**config.mk**
```make
export PLATFORM = sky130hd
export DESIGN_NAME = muldiv_ctrl
export DESIGN_NICKNAME = d
export VERILOG_FILES = /design/src/rtl/muldiv_pkg.sv /design/src/rtl/hilo_regs.sv /design/src/rtl/muldiv_ctrl.sv
export SDC_FILE = /design/constraint.sdc
export NUM_CORES = 1
export LEC_CHECK = 0
export BUFFER_PORTS_ARGS = -buffer_cell sky130_fd_sc_hd__buf_2
export CAP_MARGIN = 25
export CORE_AREA = 4 4 137 139
export CTS_CLUSTER_SIZE = 8
export DETAILED_ROUTE_END_ITERATION = 10
export DIE_AREA = 0 0 141 143
export GPL_TIMING_DRIVEN = 0
export PLACE_DENSITY = 0.89
export SLEW_MARGIN = 20
export SYNTH_ARGS = -nofsm -noshare
export SYNTH_HDL_FRONTEND = slang
export SYNTH_SLANG_ARGS = --single-unit
```
**constraint.sdc**
```tcl
create_clock -name clk -period 3.1 [get_ports clk]
set_input_delay 0.465 -clock clk [delete_from_list [all_inputs] [get_ports clk]]
set_output_delay 0.465 -clock clk [all_outputs]
set_load 0.005 [all_outputs]
```
**src/rtl/muldiv_pkg.sv**
```systemverilog
// Shared definitions for the HI/LO multi-cycle arithmetic sequencer.
// Latency: n/a (types and constants only).
// Backpressure: n/a.
package muldiv_pkg;

  // Sequencer states
  typedef enum logic [2:0] {
    IDLE   = 3'd0,
    INIT   = 3'd1,
    RUN    = 3'd2,
    COMMIT = 3'd3,
    EXC    = 3'd4
  } state_e;

  // Op select as carried on op_div
  localparam logic OP_MULT = 1'b0;
  localparam logic OP_DIV  = 1'b1;

  // Default geometry
  localparam int unsigned DEF_WIDTH       = 32;
  localparam int unsigned DEF_DIV_CYCLES  = 32;
  localparam int unsigned DEF_MULT_CYCLES = 32;
  localparam int unsigned DEF_CNT_W       = 6;

  // A request traps when it is a divide and the raw denominator is zero
  function automatic logic is_div_by_zero(input logic op, input logic b_is_zero);
    return (op == OP_DIV) && b_is_zero;
  endfunction

endpackage

```
**src/rtl/hilo_regs.sv**
```systemverilog
// Architectural HI/LO register pair with prioritised load sources.
// Latency: loads become visible the cycle after the enabling edge.
// Backpressure: none; caller gates writes by sequencer state.
module hilo_regs #(
  parameter int unsigned WIDTH = 32
) (
  input  logic             clk,
  input  logic             reset,
  input  logic             commit_en,
  input  logic [WIDTH-1:0] commit_hi,
  input  logic [WIDTH-1:0] commit_lo,
  input  logic             mt_en,
  input  logic             hi_we,
  input  logic             lo_we,
  input  logic [WIDTH-1:0] wdata,
  output logic [WIDTH-1:0] hi,
  output logic [WIDTH-1:0] lo
);

  logic [WIDTH-1:0] hi_q, hi_d;
  logic [WIDTH-1:0] lo_q, lo_d;

  // Next-state select: unit commit wins, MTHI/MTLO only while idle
  always_comb begin
    hi_d = hi_q;
    lo_d = lo_q;
    if (commit_en) begin
      hi_d = commit_hi;
      lo_d = commit_lo;
    end else if (mt_en) begin
      if (hi_we) hi_d = wdata;
      if (lo_we) lo_d = wdata;
    end
  end

  // Register update with synchronous clear
  always_ff @(posedge clk) begin
    if (reset) begin
      hi_q <= '0;
      lo_q <= '0;
    end else begin
      hi_q <= hi_d;
      lo_q <= lo_d;
    end
  end

  assign hi = hi_q;
  assign lo = lo_q;

endmodule

```
**src/rtl/muldiv_ctrl.sv**
```systemverilog
// Sequencer for the multi-cycle divider/multiplier feeding architectural HI/LO.
// Latency: start at edge 0 -> INIT c1, RUN c2..N+1, COMMIT cN+2, result from cN+3; div-by-zero traps in c1.
// Backpressure: busy stalls the pipeline; start/MT writes are dropped (not queued) while busy.
module muldiv_ctrl import muldiv_pkg::*; #(
  parameter int unsigned WIDTH       = DEF_WIDTH,
  parameter int unsigned DIV_CYCLES  = DEF_DIV_CYCLES,
  parameter int unsigned MULT_CYCLES = DEF_MULT_CYCLES,
  parameter int unsigned CNT_W       = DEF_CNT_W
) (
  input  logic             clk,
  input  logic             reset,
  input  logic             start,
  input  logic             op_div,
  input  logic [WIDTH-1:0] src_a,
  input  logic [WIDTH-1:0] src_b,
  input  logic             hi_we,
  input  logic             lo_we,
  input  logic [WIDTH-1:0] wdata,
  output logic             div_init,
  output logic             mult_init,
  output logic [WIDTH-1:0] op_a,
  output logic [WIDTH-1:0] op_b,
  input  logic [WIDTH-1:0] div_hi,
  input  logic [WIDTH-1:0] div_lo,
  input  logic [WIDTH-1:0] mult_hi,
  input  logic [WIDTH-1:0] mult_lo,
  output logic             busy,
  output logic             done,
  output logic             div_zero,
  output logic [WIDTH-1:0] hi,
  output logic [WIDTH-1:0] lo
);

  // Terminal counter values: RUN lasts exactly N cycles (counter 0..N-1)
  localparam logic [CNT_W-1:0] DIV_LAST  = CNT_W'(DIV_CYCLES - 1);
  localparam logic [CNT_W-1:0] MULT_LAST = CNT_W'(MULT_CYCLES - 1);

  state_e           state_q, state_d;
  logic [CNT_W-1:0] cnt_q, cnt_d;
  logic [WIDTH-1:0] op_a_q, op_a_d;
  logic [WIDTH-1:0] op_b_q, op_b_d;
  logic             op_div_q, op_div_d;

  logic             is_idle;
  logic             is_commit;
  logic [CNT_W-1:0] run_last;
  logic [WIDTH-1:0] sel_hi;
  logic [WIDTH-1:0] sel_lo;

  // State, counter and latched-operand registers
  always_ff @(posedge clk) begin
    if (reset) begin
      state_q  <= IDLE;
      cnt_q    <= '0;
      op_a_q   <= '0;
      op_b_q   <= '0;
      op_div_q <= OP_MULT;
    end else begin
      state_q  <= state_d;
      cnt_q    <= cnt_d;
      op_a_q   <= op_a_d;
      op_b_q   <= op_b_d;
      op_div_q <= op_div_d;
    end
  end

  assign run_last = (op_div_q == OP_DIV) ? DIV_LAST : MULT_LAST;

  // Next-state, counter and operand-latch logic
  always_comb begin
    state_d  = state_q;
    cnt_d    = cnt_q;
    op_a_d   = op_a_q;
    op_b_d   = op_b_q;
    op_div_d = op_div_q;
    unique case (state_q)
      IDLE: begin
        if (start) begin
          // Trap on the raw denominator so the divider never sees zero
          if (is_div_by_zero(op_div, src_b == '0)) begin
            state_d = EXC;
          end else begin
            op_a_d   = src_a;
            op_b_d   = src_b;
            op_div_d = op_div;
            state_d  = INIT;
          end
        end
      end
      INIT: begin
        cnt_d   = '0;
        state_d = RUN;
      end
      RUN: begin
        cnt_d = cnt_q + 1'b1;
        if (cnt_q == run_last) state_d = COMMIT;
      end
      COMMIT:  state_d = IDLE;
      EXC:     state_d = IDLE;
      default: state_d = IDLE;
    endcase
  end

  assign is_idle   = (state_q == IDLE);
  assign is_commit = (state_q == COMMIT);

  assign busy      = !is_idle;
  assign done      = is_commit;
  assign div_zero  = (state_q == EXC);
  assign div_init  = (state_q == INIT) && (op_div_q == OP_DIV);
  assign mult_init = (state_q == INIT) && (op_div_q == OP_MULT);
  assign op_a      = op_a_q;
  assign op_b      = op_b_q;

  assign sel_hi = (op_div_q == OP_DIV) ? div_hi : mult_hi;
  assign sel_lo = (op_div_q == OP_DIV) ? div_lo : mult_lo;

  hilo_regs #(
    .WIDTH(WIDTH)
  ) u_hilo (
    .clk      (clk),
    .reset    (reset),
    .commit_en(is_commit),
    .commit_hi(sel_hi),
    .commit_lo(sel_lo),
    .mt_en    (is_idle),
    .hi_we    (hi_we),
    .lo_we    (lo_we),
    .wdata    (wdata),
    .hi       (hi),
    .lo       (lo)
  );

endmodule

```
Word-level counts from Yosys, hierarchy flattened
Index checks and enable logic that the tools add are counted.
{"block": "op_classes", "n_addsub": 1, "eq_ne": 7, "mux": 13, "bitwise": 2, "n_reduce_logical": 14}
{"operator": "two-way mux 32 bit", "count": 8}
{"operator": "zero test 32 bit", "count": 1}
{"operator": "case mux 6 bit (2 select lines)", "count": 1}
{"operator": "two-way mux 3 bit", "count": 3}
{"operator": "case mux 3 bit (3 select lines)", "count": 1}
{"operator": "nonzero test 2 bit", "count": 4}
{"operator": "adder 6 x 1 -> 6 bit (second input constant)", "count": 1}
{"operator": "== test 3 x 2 -> 1 bit (second input constant)", "count": 2}
{"operator": "== test 6 x 5 -> 1 bit (second input constant)", "count": 1}
{"operator": "AND reduction 2 bit", "count": 3}
{"operator": "inequality test 2 bit (second input constant)", "count": 2}
{"operator": "== test 3 x 1 -> 1 bit (second input constant)", "count": 1}
{"operator": "== test 3 bit (second input constant)", "count": 1}
{"operator": "logical AND 1 bit", "count": 3}
{"operator": "zero test 3 bit", "count": 1}
{"operator": "AND reduction 3 bit", "count": 1}
{"operator": "inverter 1 bit", "count": 2}
{"operator": "zero test 1 bit", "count": 1}
{"block": "totals", "reg_bits": 138, "input_bits": 230, "out_inout_bits": 133, "elab_cells": 44}

Longest topological paths before layout
Gate-level depths: netlist of the first run.
{"block": "logic_depth", "word_depth": 5, "ltp_mapped": 8, "ltp_nobuf": 5}

By module
From an unflattened synthesis of the first run, not the netlist that was laid out.
{"block": "hier_totals", "cells_unflattened": 943, "area_unflattened_um2": 8290.5}
{"module": "muldiv_ctrl", "instances": 1, "cells_per_inst": 608, "area_per_inst_um2": 5113.7, "seq_area_each_um2": 1481.4}
{"module": "hilo_regs", "instances": 1, "cells_per_inst": 335, "area_per_inst_um2": 3176.8, "seq_area_each_um2": 1281.2}

Worst setup path after synthesis of the first run
OpenSTA, ideal clock, no wires.
{"block": "synth_timing", "path_kind": "input port to flip-flop", "startpoint": "in src_b[14]", "endpoint": "reg op_a_q[10], in the netlist op_a[10]", "setup_time_ns": 0.125, "t_arrival_ns": 1.978, "required_time_ns": 2.975, "setup_slack_ns": 0.997, "stages": 7, "path_cell_list": "or4_4 or3_1 buf_6 buf_8 buf_8 a22oi_2 nand3_1"}
{"block": "synth_via", "elab_chain_cells": 4}
{"item": "start: declaration", "line": "muldiv_ctrl.sv:15", "source": "input logic [WIDTH-1:0] src_b,"}
{"item": "zero test 32 bit", "line": "muldiv_ctrl.sv:80", "source": "if (is_div_by_zero(op_div, src_b == '0)) begin"}
{"item": "logical AND 1 bit", "line": "muldiv_pkg.sv:27", "source": "return (op == OP_DIV) && b_is_zero;"}
{"item": "inverter 1 bit (no line)"}
{"item": "AND reduction 3 bit (no line)"}
{"item": "end signal: assignment", "line": "muldiv_ctrl.sv:61", "source": "op_a_q <= op_a_d;"}
{"item": "end: declaration", "line": "muldiv_ctrl.sv:40", "source": "logic [WIDTH-1:0] op_a_q, op_a_d;"}
Every way passes these cells.
A chain may end at the register's enable or synchronous reset.

Worst setup path in the final report of the first run
{"block": "layout_timing", "startpoint": "reg op_div_q", "endpoint": "out div_init"}
{"block": "layout_via", "elab_chain_cells": 1}
{"item": "start: declaration", "line": "muldiv_ctrl.sv:42", "source": "logic op_div_q, op_div_d;"}
{"item": "start signal: assignment", "line": "muldiv_ctrl.sv:63", "source": "op_div_q <= op_div_d;"}
{"item": "logical AND 1 bit", "line": "muldiv_ctrl.sv:110", "source": "assign div_init = (state_q == INIT) && (op_div_q == OP_DIV);"}
{"item": "end: declaration", "line": "muldiv_ctrl.sv:19", "source": "output logic div_init,"}
Every way passes these cells.

==> impl_metrics.ini, run 1 <==
[worst_setup_path]
required_ns = 2.63
rr_startpoint = state_q[0]$_SDFFE_PP0P_
crit_fanout = 14
slowest_stage = dfxtp_1
cpPeakStageDelay_ns = 0.75
cp-start-kind = register
rr_worst_depth = 6
worst_ep_arrival_time_ns = 2.40
worstReg2RegEnd = op_b[4]$_SDFFE_PP0P_
worstSetupStartpoint = op_div_q$_SDFFE_PP0P_
reg2reg_slack_ns = 0.63
cp-end-kind = output port
cp_cell_sequence = clkbuf_2 > clkbuf_1 > nor4bb_1 > buf_2
path_class = reg2out

[route]
ant_nets = 0
wl_mm = 31.2
drc = 0
avgRoutedWirePerCell_um = 20.5
vias = 9080
drtIter0Drc = 593
via_per_inst = 5.95
drtPass1Iterations = 5

[floorplanning]
start_util_pct = 44.4
ios = 363
rows = 49
die-area_um2 = 20200
dieHeight_um = 143
dieWidth_um = 141
core_area_um2 = 17700

[worst_hold_path]
hp-start = src_b[7]
whs_endpoint = op_b[7]$_SDFFE_PP0P_
hold_path_class = in2reg
whs_path_depth = 2

[clock_network]
htree_num_levels = 4
holdBufCountCts = 0
cts_tree = yes
postCtsSetupRepairBufs = 0
numCtsBuffers = 17
cts-root-buf = clkbuf_16
cts_buffer_depth = 2
cts.reportedPaths.clkPinSlew_ns = 0.06
clock-sinks = 138
clock_latency_ns = 0.42

[synthesis]
synth_top_family_by_area = compound AO/OA/AOI/OAI gates
yosys_warnings = 0
synthAdderAreaFrac_pct = 0.160
avgSynthCellArea_um2 = 8.69
muxShareOfSynthArea_pct = 8.17
netlist_area_um2 = 7840
ys_seq_elements = 138
ys.flop_type = dfxtp_1
async_reset_ff_share_pct = 0
synth-simple-area-share_pct = 24.7
ys_seq_area_share_pct = 35.2
synth_cell_type_count = 45
synth-xor-area-share_pct = 0.112
synth_compound_area_share_pct = 25.2
synth-edff-count = 0
netlist_instances = 902
syn_nets = 1133

[run_status]
outcome = complete, no violations

[cells_and_area]
drive_gt1_share_pct = 35.0
area_delta_synth_final_pct = 34.0
fin_util_pct = 59.5
fin_nets = 1512
instances_no_fill = 1526

[job]
maxCapViolCount = 0

[placement]
dp.cells = 1492
globalplace.congestion = 0.991
io_buffers = 361
dp_hpwl_mm = 24.4
place_ws_ns = 0.294

[grt]
overflow = 0
grt_pass1_vias = 8821
grt_pass1_wl_mm = 47.5
grt_max_degree = 17
grt_usage_pct = 29.5
antenna_found_initial = 9

[sta]
worstMarginPinSlew_ns = 0.875
finalHoldViolations = 0
rsz0062_at_grt = no
fmax_mhz = 349
final.period_utilization_pct = 92.5
fin_skew_ns = 0.0121
drv_slew = 0
period_minus_slack_ns = 2.87
layout_setup_ws_ns = 0.232
max_slew_margin_pct = 41.2
setup_viol = 0
finalSetupTns_ns = 0

[pwr]
power.total_mw = 5.14
power.density_nw_per_um2 = 489
power_leakage_nw = 4.61
peakVddDrop_mv = 0.369
==> cells in the mapped netlist, types with 2 or more instances <==
master    count  area (um^2)
buf_8         4         60.1
mux2i_1      64          641
nor3_1        4         20.0
a311o_1      29          290
nor2b_1      98          613
or3_1         2         12.5
o31ai_1       2         15.0
nor3b_1       2         15.0
buf_1         4         15.0
and2_1        3         18.8
nand2_1      36          135
nand4_1      35          219
o21ai_0      38          190
nand3_1      36          180
a21oi_1      13         65.1
buf_6         3         33.8
inv_1         2         7.51
clkbuf_1     77          289
dfxtp_1     138         2760
nor4b_1       3         26.3
nand2b_1      2         12.5
nor2_1       38          143
nand3b_1      4         30.0
a22oi_1       4         30.0
nor4_1       29          181
buf_2        19         95.1
nor4_2        4         50.1
a211oi_1    128          961
o31a_1        3         26.3
a22oi_2      29          363
and3_1       35          219
==> layout by cell type, fill, tap and decap left out, types with 6 or more instances in the layout <==
| master | n |
|---|---|
| clkbuf_1 | 76 |
| diode_2 | 6 |
| o21ai_0 | 38 |
| nand2_1 | 36 |
| a22oi_2 | 29 |
| a211oi_1 | 128 |
| a311o_1 | 29 |
| nand4_1 | 35 |
| dfxtp_1 | 138 |
| clkbuf_16 | 17 |
| nand3_1 | 36 |
| buf_2 | 380 |
| a21oi_1 | 13 |
| and3_1 | 35 |
| mux2i_1 | 64 |
| nor2b_1 | 98 |
| nor4_1 | 29 |
| nor2_1 | 38 |
==> what timing repair did <==
item                                   4_1_cts  5_1_grt
setup endpoints to repair                    2        2
endpoints found under the hold margin        0        0
gates resized for setup                      1        0
==> worst max-delay path by stage <==
stage                                  endpoint
final                                  div_init
after global routing                   div_init
after CTS                              div_init
after detailed placement               div_init
after global placement                 div_init
after floorplan           op_a[10]$_SDFFE_PP0P_
==> power breakdown <==
group / internal (mW) / leakage (nW) / switching [mW]
Sequential: 1.94 / 1.14 / 0.0980
Combinational: 0.510 / 3.21 / 0.617
Clock: 1.17 / 0.264 / 0.800
==> state kept, by name, indices dropped and copies added, names as in the netlist <==
register,flops
op_a,32
op_b,32
u_hilo.hi,32
u_hilo.lo,32
cnt_q,6
state_q,3
op_div_q,1
==> per-stage QoR <==
step | area [um^2] | hold WS (ns)
after detailed placement | 9930 | 0.508
final | 10500 | 0.296
after global routing | 10500 | 0.280
after CTS | 10500 | 0.282
after global placement | 9930 | 0.498
after floorplan | 7840 | 0.475
==> layout make-up <==
class	instances	area, um^2
Antenna cell	6	15.0
Buffer	106	490
Clock buffer	18	429
Clock inverter	11	128
Fill cell	1582	7160
Inverter	3	11.3
Multi-Input combinational cell	654	4570
Sequential cell	138	2760
Tap cell	229	287
Timing Repair Buffer	361	1810
==> metal layers <==
layer  global-route usage [%]  vias up  wire length, um
met2                     51.3      566            15500
met3                     8.17       95             3100
met5                        0        -               47
li1                         -     4199                -
met4                     13.0        6             1230
met1                     34.0     4214            11400
==> cell families (layout without fill, tap and decap cells) <==
| group | Yosys count | in the layout |
|---|---|---|
| AND/OR/NAND/NOR | 338 | 338 |
| AO/OA/AOI/OAI | 250 | 250 |
| flip-flops | 138 | 138 |
| buffers and inverters | 110 | 499 |
| multiplexers | 64 | 64 |
| adder cells (fa/ha/maj) | 1 | 1 |
| XOR/XNOR | 1 | 1 |
| other | 0 | 6 |
==> critical path: cells and delay by family (launching register included) <==
family | cells | cell delay, ns
buffers and inverters | 3 | 0.99
DFF | 1 | 0.75
and+or+nand+nor | 1 | 0.25
No activity file was read; power rests on OpenSTA's default activity.
==> run 2, diff against run 1 <==
--- a/config.mk
+++ b/config.mk
@@ -13,6 +13,7 @@
 export DIE_AREA = 0 0 141 143
 export GPL_TIMING_DRIVEN = 0
 export PLACE_DENSITY = 0.89
+export REMOVE_ABC_BUFFERS = 1
 export SLEW_MARGIN = 20
 export SYNTH_ARGS = -nofsm -noshare
 export SYNTH_HDL_FRONTEND = slang
==> impl_metrics.ini, run 2 (synthesis results as in run 1) <==
[floorplanning]
core_area_um2 = 17700
die-area_um2 = 20200
dieHeight_um = 143
rows = 49
dieWidth_um = 141
start_util_pct = 44.4
ios = 363

[pwr]
swShare_pct = 27.7
peakVddDrop_mv = 0.370
combPwrFrac_pct = 20.2
switchingPower_mw = 1.45
power.density_nw_per_um2 = 500
pwr-share-clk_pct = 40.6
power.total_mw = 5.25
power_leakage_nw = 4.64
p_int_mw = 3.80
seqPwrFrac_pct = 39.2

[placement]
dp.cells = 1416
dp_hpwl_mm = 19.4
globalplace.congestion = 0.847
io_buffers = 362
place_ws_ns = 0.141
placed_area_um2 = 9850

[cells_and_area]
nFillCells = 1475
final_common_cell = buf_2
area.sequential_um2 = 2770
drive_gt1_share_pct = 38.6
instances_no_fill = 1452
multi_input_area_um2 = 4610
fin_area_um2 = 10500
area_delta_synth_final_pct = 34.0
fin_nets = 1441
fin_util_pct = 59.5
layout_common_cells = 368 x buf_2, 137 x dfxtp_1, 128 x a211oi_1

[sta]
holdWs_ns = 0.299
rsz0062_at_grt = no
finalHoldViolations = 0
max_slew_margin_pct = 46.6
layout_setup_ws_ns = 0.339
drv_slew = 0
worstMarginPinSlew_ns = 0.801
fin_skew_ns = 0.00933
final.period_utilization_pct = 89.1
period_minus_slack_ns = 2.76
finalSetupTns_ns = 0
fmax_mhz = 362
setup_viol = 0

[grt]
met3_usage_pct = 7.77
gr-usage-met1_pct = 29.8
overflow = 0
gr-max-usage-layer = met2
grt_pass1_vias = 8237
grt_usage_pct = 25.0
antenna_found_initial = 1
grt_max_degree = 92
grtUsageMet2_pct = 42.0
grt_pass1_wl_mm = 41.3

[worst_setup_path]
crit_fanout = 19
reg2reg_slack_ns = 0.34
path_class = reg2reg
rr_startpoint = state_q[0]$_SDFFE_PP0P_
cp-end-kind = register
required_ns = 3.45
rr_worst_depth = 10
worst_ep_arrival_time_ns = 3.11
cp-start-kind = register
worstReg2RegEnd = op_a[1]$_SDFFE_PP0P_

[route]
avgRoutedWirePerCell_um = 18.4
drtPass1Iterations = 5
via_per_inst = 5.88
wl_mm = 26.7
drc = 0
vias = 8538
ant_nets = 0
drtIter0Drc = 447

[clock_network]
numCtsBuffers = 17
cts-root-buf = clkbuf_16
cts.reportedPaths.clkPinSlew_ns = 0.06
htree_num_levels = 4
cts_buffer_depth = 2
clock-sinks = 138
clock_latency_ns = 0.41
cts_tree = yes

[run_status]
outcome = complete, no violations

[job]
maxCapViolCount = 0

[worst_hold_path]
whs_path_depth = 2
hold_path_class = in2reg
hp-start = src_b[21]
whs_endpoint = op_b[21]$_SDFFE_PP0P_
[run 2: area by class of cell]
| type | instances | area share [%] |
|---|---|---|
| Tap cell | 229 | 2.73 |
| Antenna cell | 1 | 0.0238 |
| Clock inverter | 10 | 1.35 |
| Timing Repair Buffer | 396 | 21.1 |
| Inverter | 3 | 0.131 |
| Sequential cell | 138 | 26.3 |
| Clock buffer | 21 | 4.48 |
| Multi-Input combinational cell | 654 | 43.9 |
[run 2: worst max-delay path, cell delays in order (launching register included)]
cell and delay, ns:
dfxtp_1 0.49, nor4b_2 0.42, buf_2 0.27, buf_4 0.19
buf_2 0.23, buf_4 0.18, buf_2 0.21, buf_2 0.23
and3_1 0.24, a22oi_1 0.10, nand3_1 0.11
[run 2: worst max path at each step]
| stage | start | slack [ns] | cells past startpoint | end |
|---|---|---|---|---|
| after CTS | state_q[1]$_SDFFE_PP0P_ | 0.14 | 8 | u_hilo.hi[17]$_SDFFE_PP0P_ |
| final | state_q[0]$_SDFFE_PP0P_ | 0.34 | 10 | op_a[1]$_SDFFE_PP0P_ |
| after floorplan | state_q[1]$_SDFFE_PP0P_ | -4.63 | 4 | op_a[10]$_SDFFE_PP0P_ |
| after detailed placement | state_q[1]$_SDFFE_PP0P_ | 0.14 | 8 | u_hilo.hi[17]$_SDFFE_PP0P_ |
| after global placement | state_q[1]$_SDFFE_PP0P_ | -8.35 | 4 | op_a[1]$_SDFFE_PP0P_ |
| after global routing | state_q[0]$_SDFFE_PP0P_ | 0.14 | 10 | op_a[1]$_SDFFE_PP0P_ |
[run 2: timing repair]
| item | 4_1_cts | 5_1_grt |
|---|---|---|
| gates resized for setup | 0 | 0 |
| setup buffers | 0 | 4 |
| endpoints found under the setup margin | 0 | 5 |
| hold buffers | 0 | 0 |
[run 2: per-layer routing]
metal | vias to the layer above | share of wire, % | wire length, um
li1 | 4066 | - | -
met1 | 4003 | 39 | 10300
met2 | 416 | 48 | 12900
met3 | 51 | 10 | 2750
met4 | 2 | 2.6 | 688
met5 | - | 0.037 | 10
[run 2: power groups by stage]
| stage | sequential (mW) | combinational, mW | clock (mW) |
|---|---|---|---|
| 3_3_place_gp | 2.12 | 0.958 | 0 |
| 3_5_place_dp | 2.09 | 1.05 | 0 |
| 4_1_cts | 2.06 | 1.06 | 2.17 |
| 2_1_floorplan | 2.12 | 0.501 | 0 |
| 5_1_grt | 2.08 | 1.16 | 2.25 |
| 6_report | 2.06 | 1.06 | 2.13 |
==> run 3, diff against run 2 <==
--- a/config.mk
+++ b/config.mk
@@ -7,14 +7,15 @@
 export LEC_CHECK = 0
 export BUFFER_PORTS_ARGS = -buffer_cell sky130_fd_sc_hd__buf_2
 export CAP_MARGIN = 25
-export CORE_AREA = 4 4 137 139
+export CORE_AREA = 4 4 139 141
 export CTS_CLUSTER_SIZE = 8
 export DETAILED_ROUTE_END_ITERATION = 10
-export DIE_AREA = 0 0 141 143
+export DIE_AREA = 0 0 143 145
 export GPL_TIMING_DRIVEN = 0
-export PLACE_DENSITY = 0.89
+export PLACE_DENSITY = 0.9
 export REMOVE_ABC_BUFFERS = 1
 export SLEW_MARGIN = 20
 export SYNTH_ARGS = -nofsm -noshare
 export SYNTH_HDL_FRONTEND = slang
+export SYNTH_HIERARCHICAL = 1
 export SYNTH_SLANG_ARGS = --single-unit
==> impl_metrics.ini, run 3 <==
[cells_and_area]
drive_gt1_share_pct = 43.0
fin_area_um2 = 10800
instances_no_fill = 1485
nFillCells = 1490
multi_input_area_um2 = 5000
layout_common_cells = 369 x buf_2, 135 x dfxtp_1, 98 x nor2b_1
area.sequential_um2 = 2770
final_common_cell = buf_2
fin_nets = 1462
area_delta_synth_final_pct = 30.8
fin_util_pct = 60.4

[pwr]
power.density_nw_per_um2 = 512
peakVddDrop_mv = 0.355
power_leakage_nw = 4.63
power.total_mw = 5.56

[synthesis]
ys_seq_elements = 138
avgSynthCellArea_um2 = 8.79
yosys.area.top_type_share_pct = 33.3
synth_cell_type_count = 49
ys.flop_type = dfxtp_1
yosys_warnings = 6
synth.most_common_cell = dfxtp_1
synth.area.top_cells = dfxtp_1 33%, mux2_2 8.7%, nor2b_1 7.4%, a2111oi_1 7.2%, a211oi_1 5.8%
netlist_area_um2 = 8290
netlist_instances = 943
synth-edff-count = 0
synth_commonest_cells = 138 x dfxtp_1, 98 x nor2b_1, 71 x nor2_1
async_reset_ff_share_pct = 0
ys_seq_area_share_pct = 33.3
yosys.area.top_type = dfxtp_1

[clock_network]
cts.reportedPaths.clkPinSlew_ns = 0.07
clock_latency_ns = 0.42
cts-root-buf = clkbuf_16
postCtsSetupRepairBufs = 0
cts_buffer_depth = 2
numCtsBuffers = 17
htree_num_levels = 4
clock-sinks = 138
cts_tree = yes

[grt]
grt_max_degree = 92
grt_usage_pct = 26.6
grt_pass1_vias = 8727
grt_pass1_wl_mm = 45.4
overflow = 0
antenna_found_initial = 11

[placement]
globalplace.congestion = 0.846
dp.cells = 1441
dp_hpwl_mm = 20.9
place_ws_ns = 0.0338
placed_area_um2 = 10200
io_buffers = 362

[floorplanning]
dieHeight_um = 145
die-area_um2 = 20700
dieWidth_um = 143
core_area_um2 = 18000
start_util_pct = 46.2
ios = 363
rows = 49

[job]
maxCapViolCount = 0

[run_status]
outcome = complete, no violations

[sta]
fin_skew_ns = 0.0127
drv_slew = 0
layout_setup_ws_ns = 0.298
fmax_mhz = 357
finalHoldViolations = 0
worstMarginPinSlew_ns = 0.815
final.period_utilization_pct = 90.4
max_slew_margin_pct = 45.7
rsz0062_at_grt = no
period_minus_slack_ns = 2.80
setup_viol = 0

[worst_setup_path]
required_ns = 3.41
cp-start-kind = register
worst_ep_arrival_time_ns = 3.11
crit_fanout = 14
path_class = reg2reg
cp-end-kind = register

[route]
drc = 0
via_per_inst = 6.14
drtIter0Drc = 652
drtPass1Iterations = 5
avgRoutedWirePerCell_um = 19.9
ant_nets = 0
vias = 9111
wl_mm = 29.6

[worst_hold_path]
hold_path_class = in2reg
[run 3: changes by cell type after synthesis, sizes merged, moves of 16 or more]
cell,before,now
a2111oi,0,64
a211oi,128,64
mux2,0,64
mux2i,64,0
nor2,38,71
buf,30,55
clkbuf,77,61
[run 3: path summary, 6_finish.rpt]
path                            from                    end  slack [ns]  cells past startpoint
max reg2reg  state_q[2]$_SDFFE_PP0P_  op_b[29]$_SDFFE_PP0P_        0.30                      8
min                        src_b[25]  op_b[25]$_SDFFE_PP0P_        0.29                      2
min reg2reg    cnt_q[5]$_SDFFE_PP0P_  cnt_q[5]$_SDFFE_PP0P_        0.50                      2
max          state_q[2]$_SDFFE_PP0P_  op_b[29]$_SDFFE_PP0P_        0.30                      8
[run 3: cell families after synthesis]
kind of cell	count (synthesis)	synth area share, %
multiplexers	64	8.69
flip-flops	138	33.3
AND/OR/NAND/NOR	371	24.8
XOR/XNOR	1	0.106
AO/OA/AOI/OAI	250	26.0
buffers and inverters	118	6.96
adder cells (fa/ha/maj)	1	0.151
[run 3: power by group]
part           switching [mW]  leakage [nW]  internal [mW]  total, mW
Clock                   0.871         0.309           1.37       2.24
Sequential              0.119          1.14           1.96       2.08
Combinational           0.627          3.18          0.611       1.24
[run 3: repair_timing]
action	in CTS	in global routing
gates resized for setup	0	2
hold buffers	0	0
endpoints found under the setup margin	0	1
[run 3: layer usage]
layer,part of all wire (%),track usage (%)
met5,0.027,0
met4,3.4,11.8
met2,49,43.5
met3,10,8.09
met1,38,32.1
[run 3: layout make-up]
| type | instances | area share [%] |
|---|---|---|
| Multi-Input combinational cell | 687 | 46.1 |
| Inverter | 2 | 0.0923 |
| Antenna cell | 12 | 0.277 |
| Clock buffer | 17 | 3.92 |
| Clock inverter | 15 | 1.95 |
| Sequential cell | 138 | 25.5 |
| Timing Repair Buffer | 385 | 19.5 |
| Tap cell | 229 | 2.64 |
[run 3: worst max-delay path, cell delays in order, from the launching register on]
cell and delay [ns]:
dfxtp_1 0.43, nor4b_2 0.66, buf_2 0.34, buf_4 0.20, buf_2 0.22, buf_2 0.25, buf_2 0.23, nor2_1 0.07
a311o_1 0.28
[run 3: through the flow]
step | hold WS, ns | TNS (ns)
finish | 0.290 | 0
CTS | 0.279 | 0
global placement | 0.490 | -734.43
detailed placement | 0.500 | 0
floorplan | 0.469 | -349.90
global route | 0.286 | 0
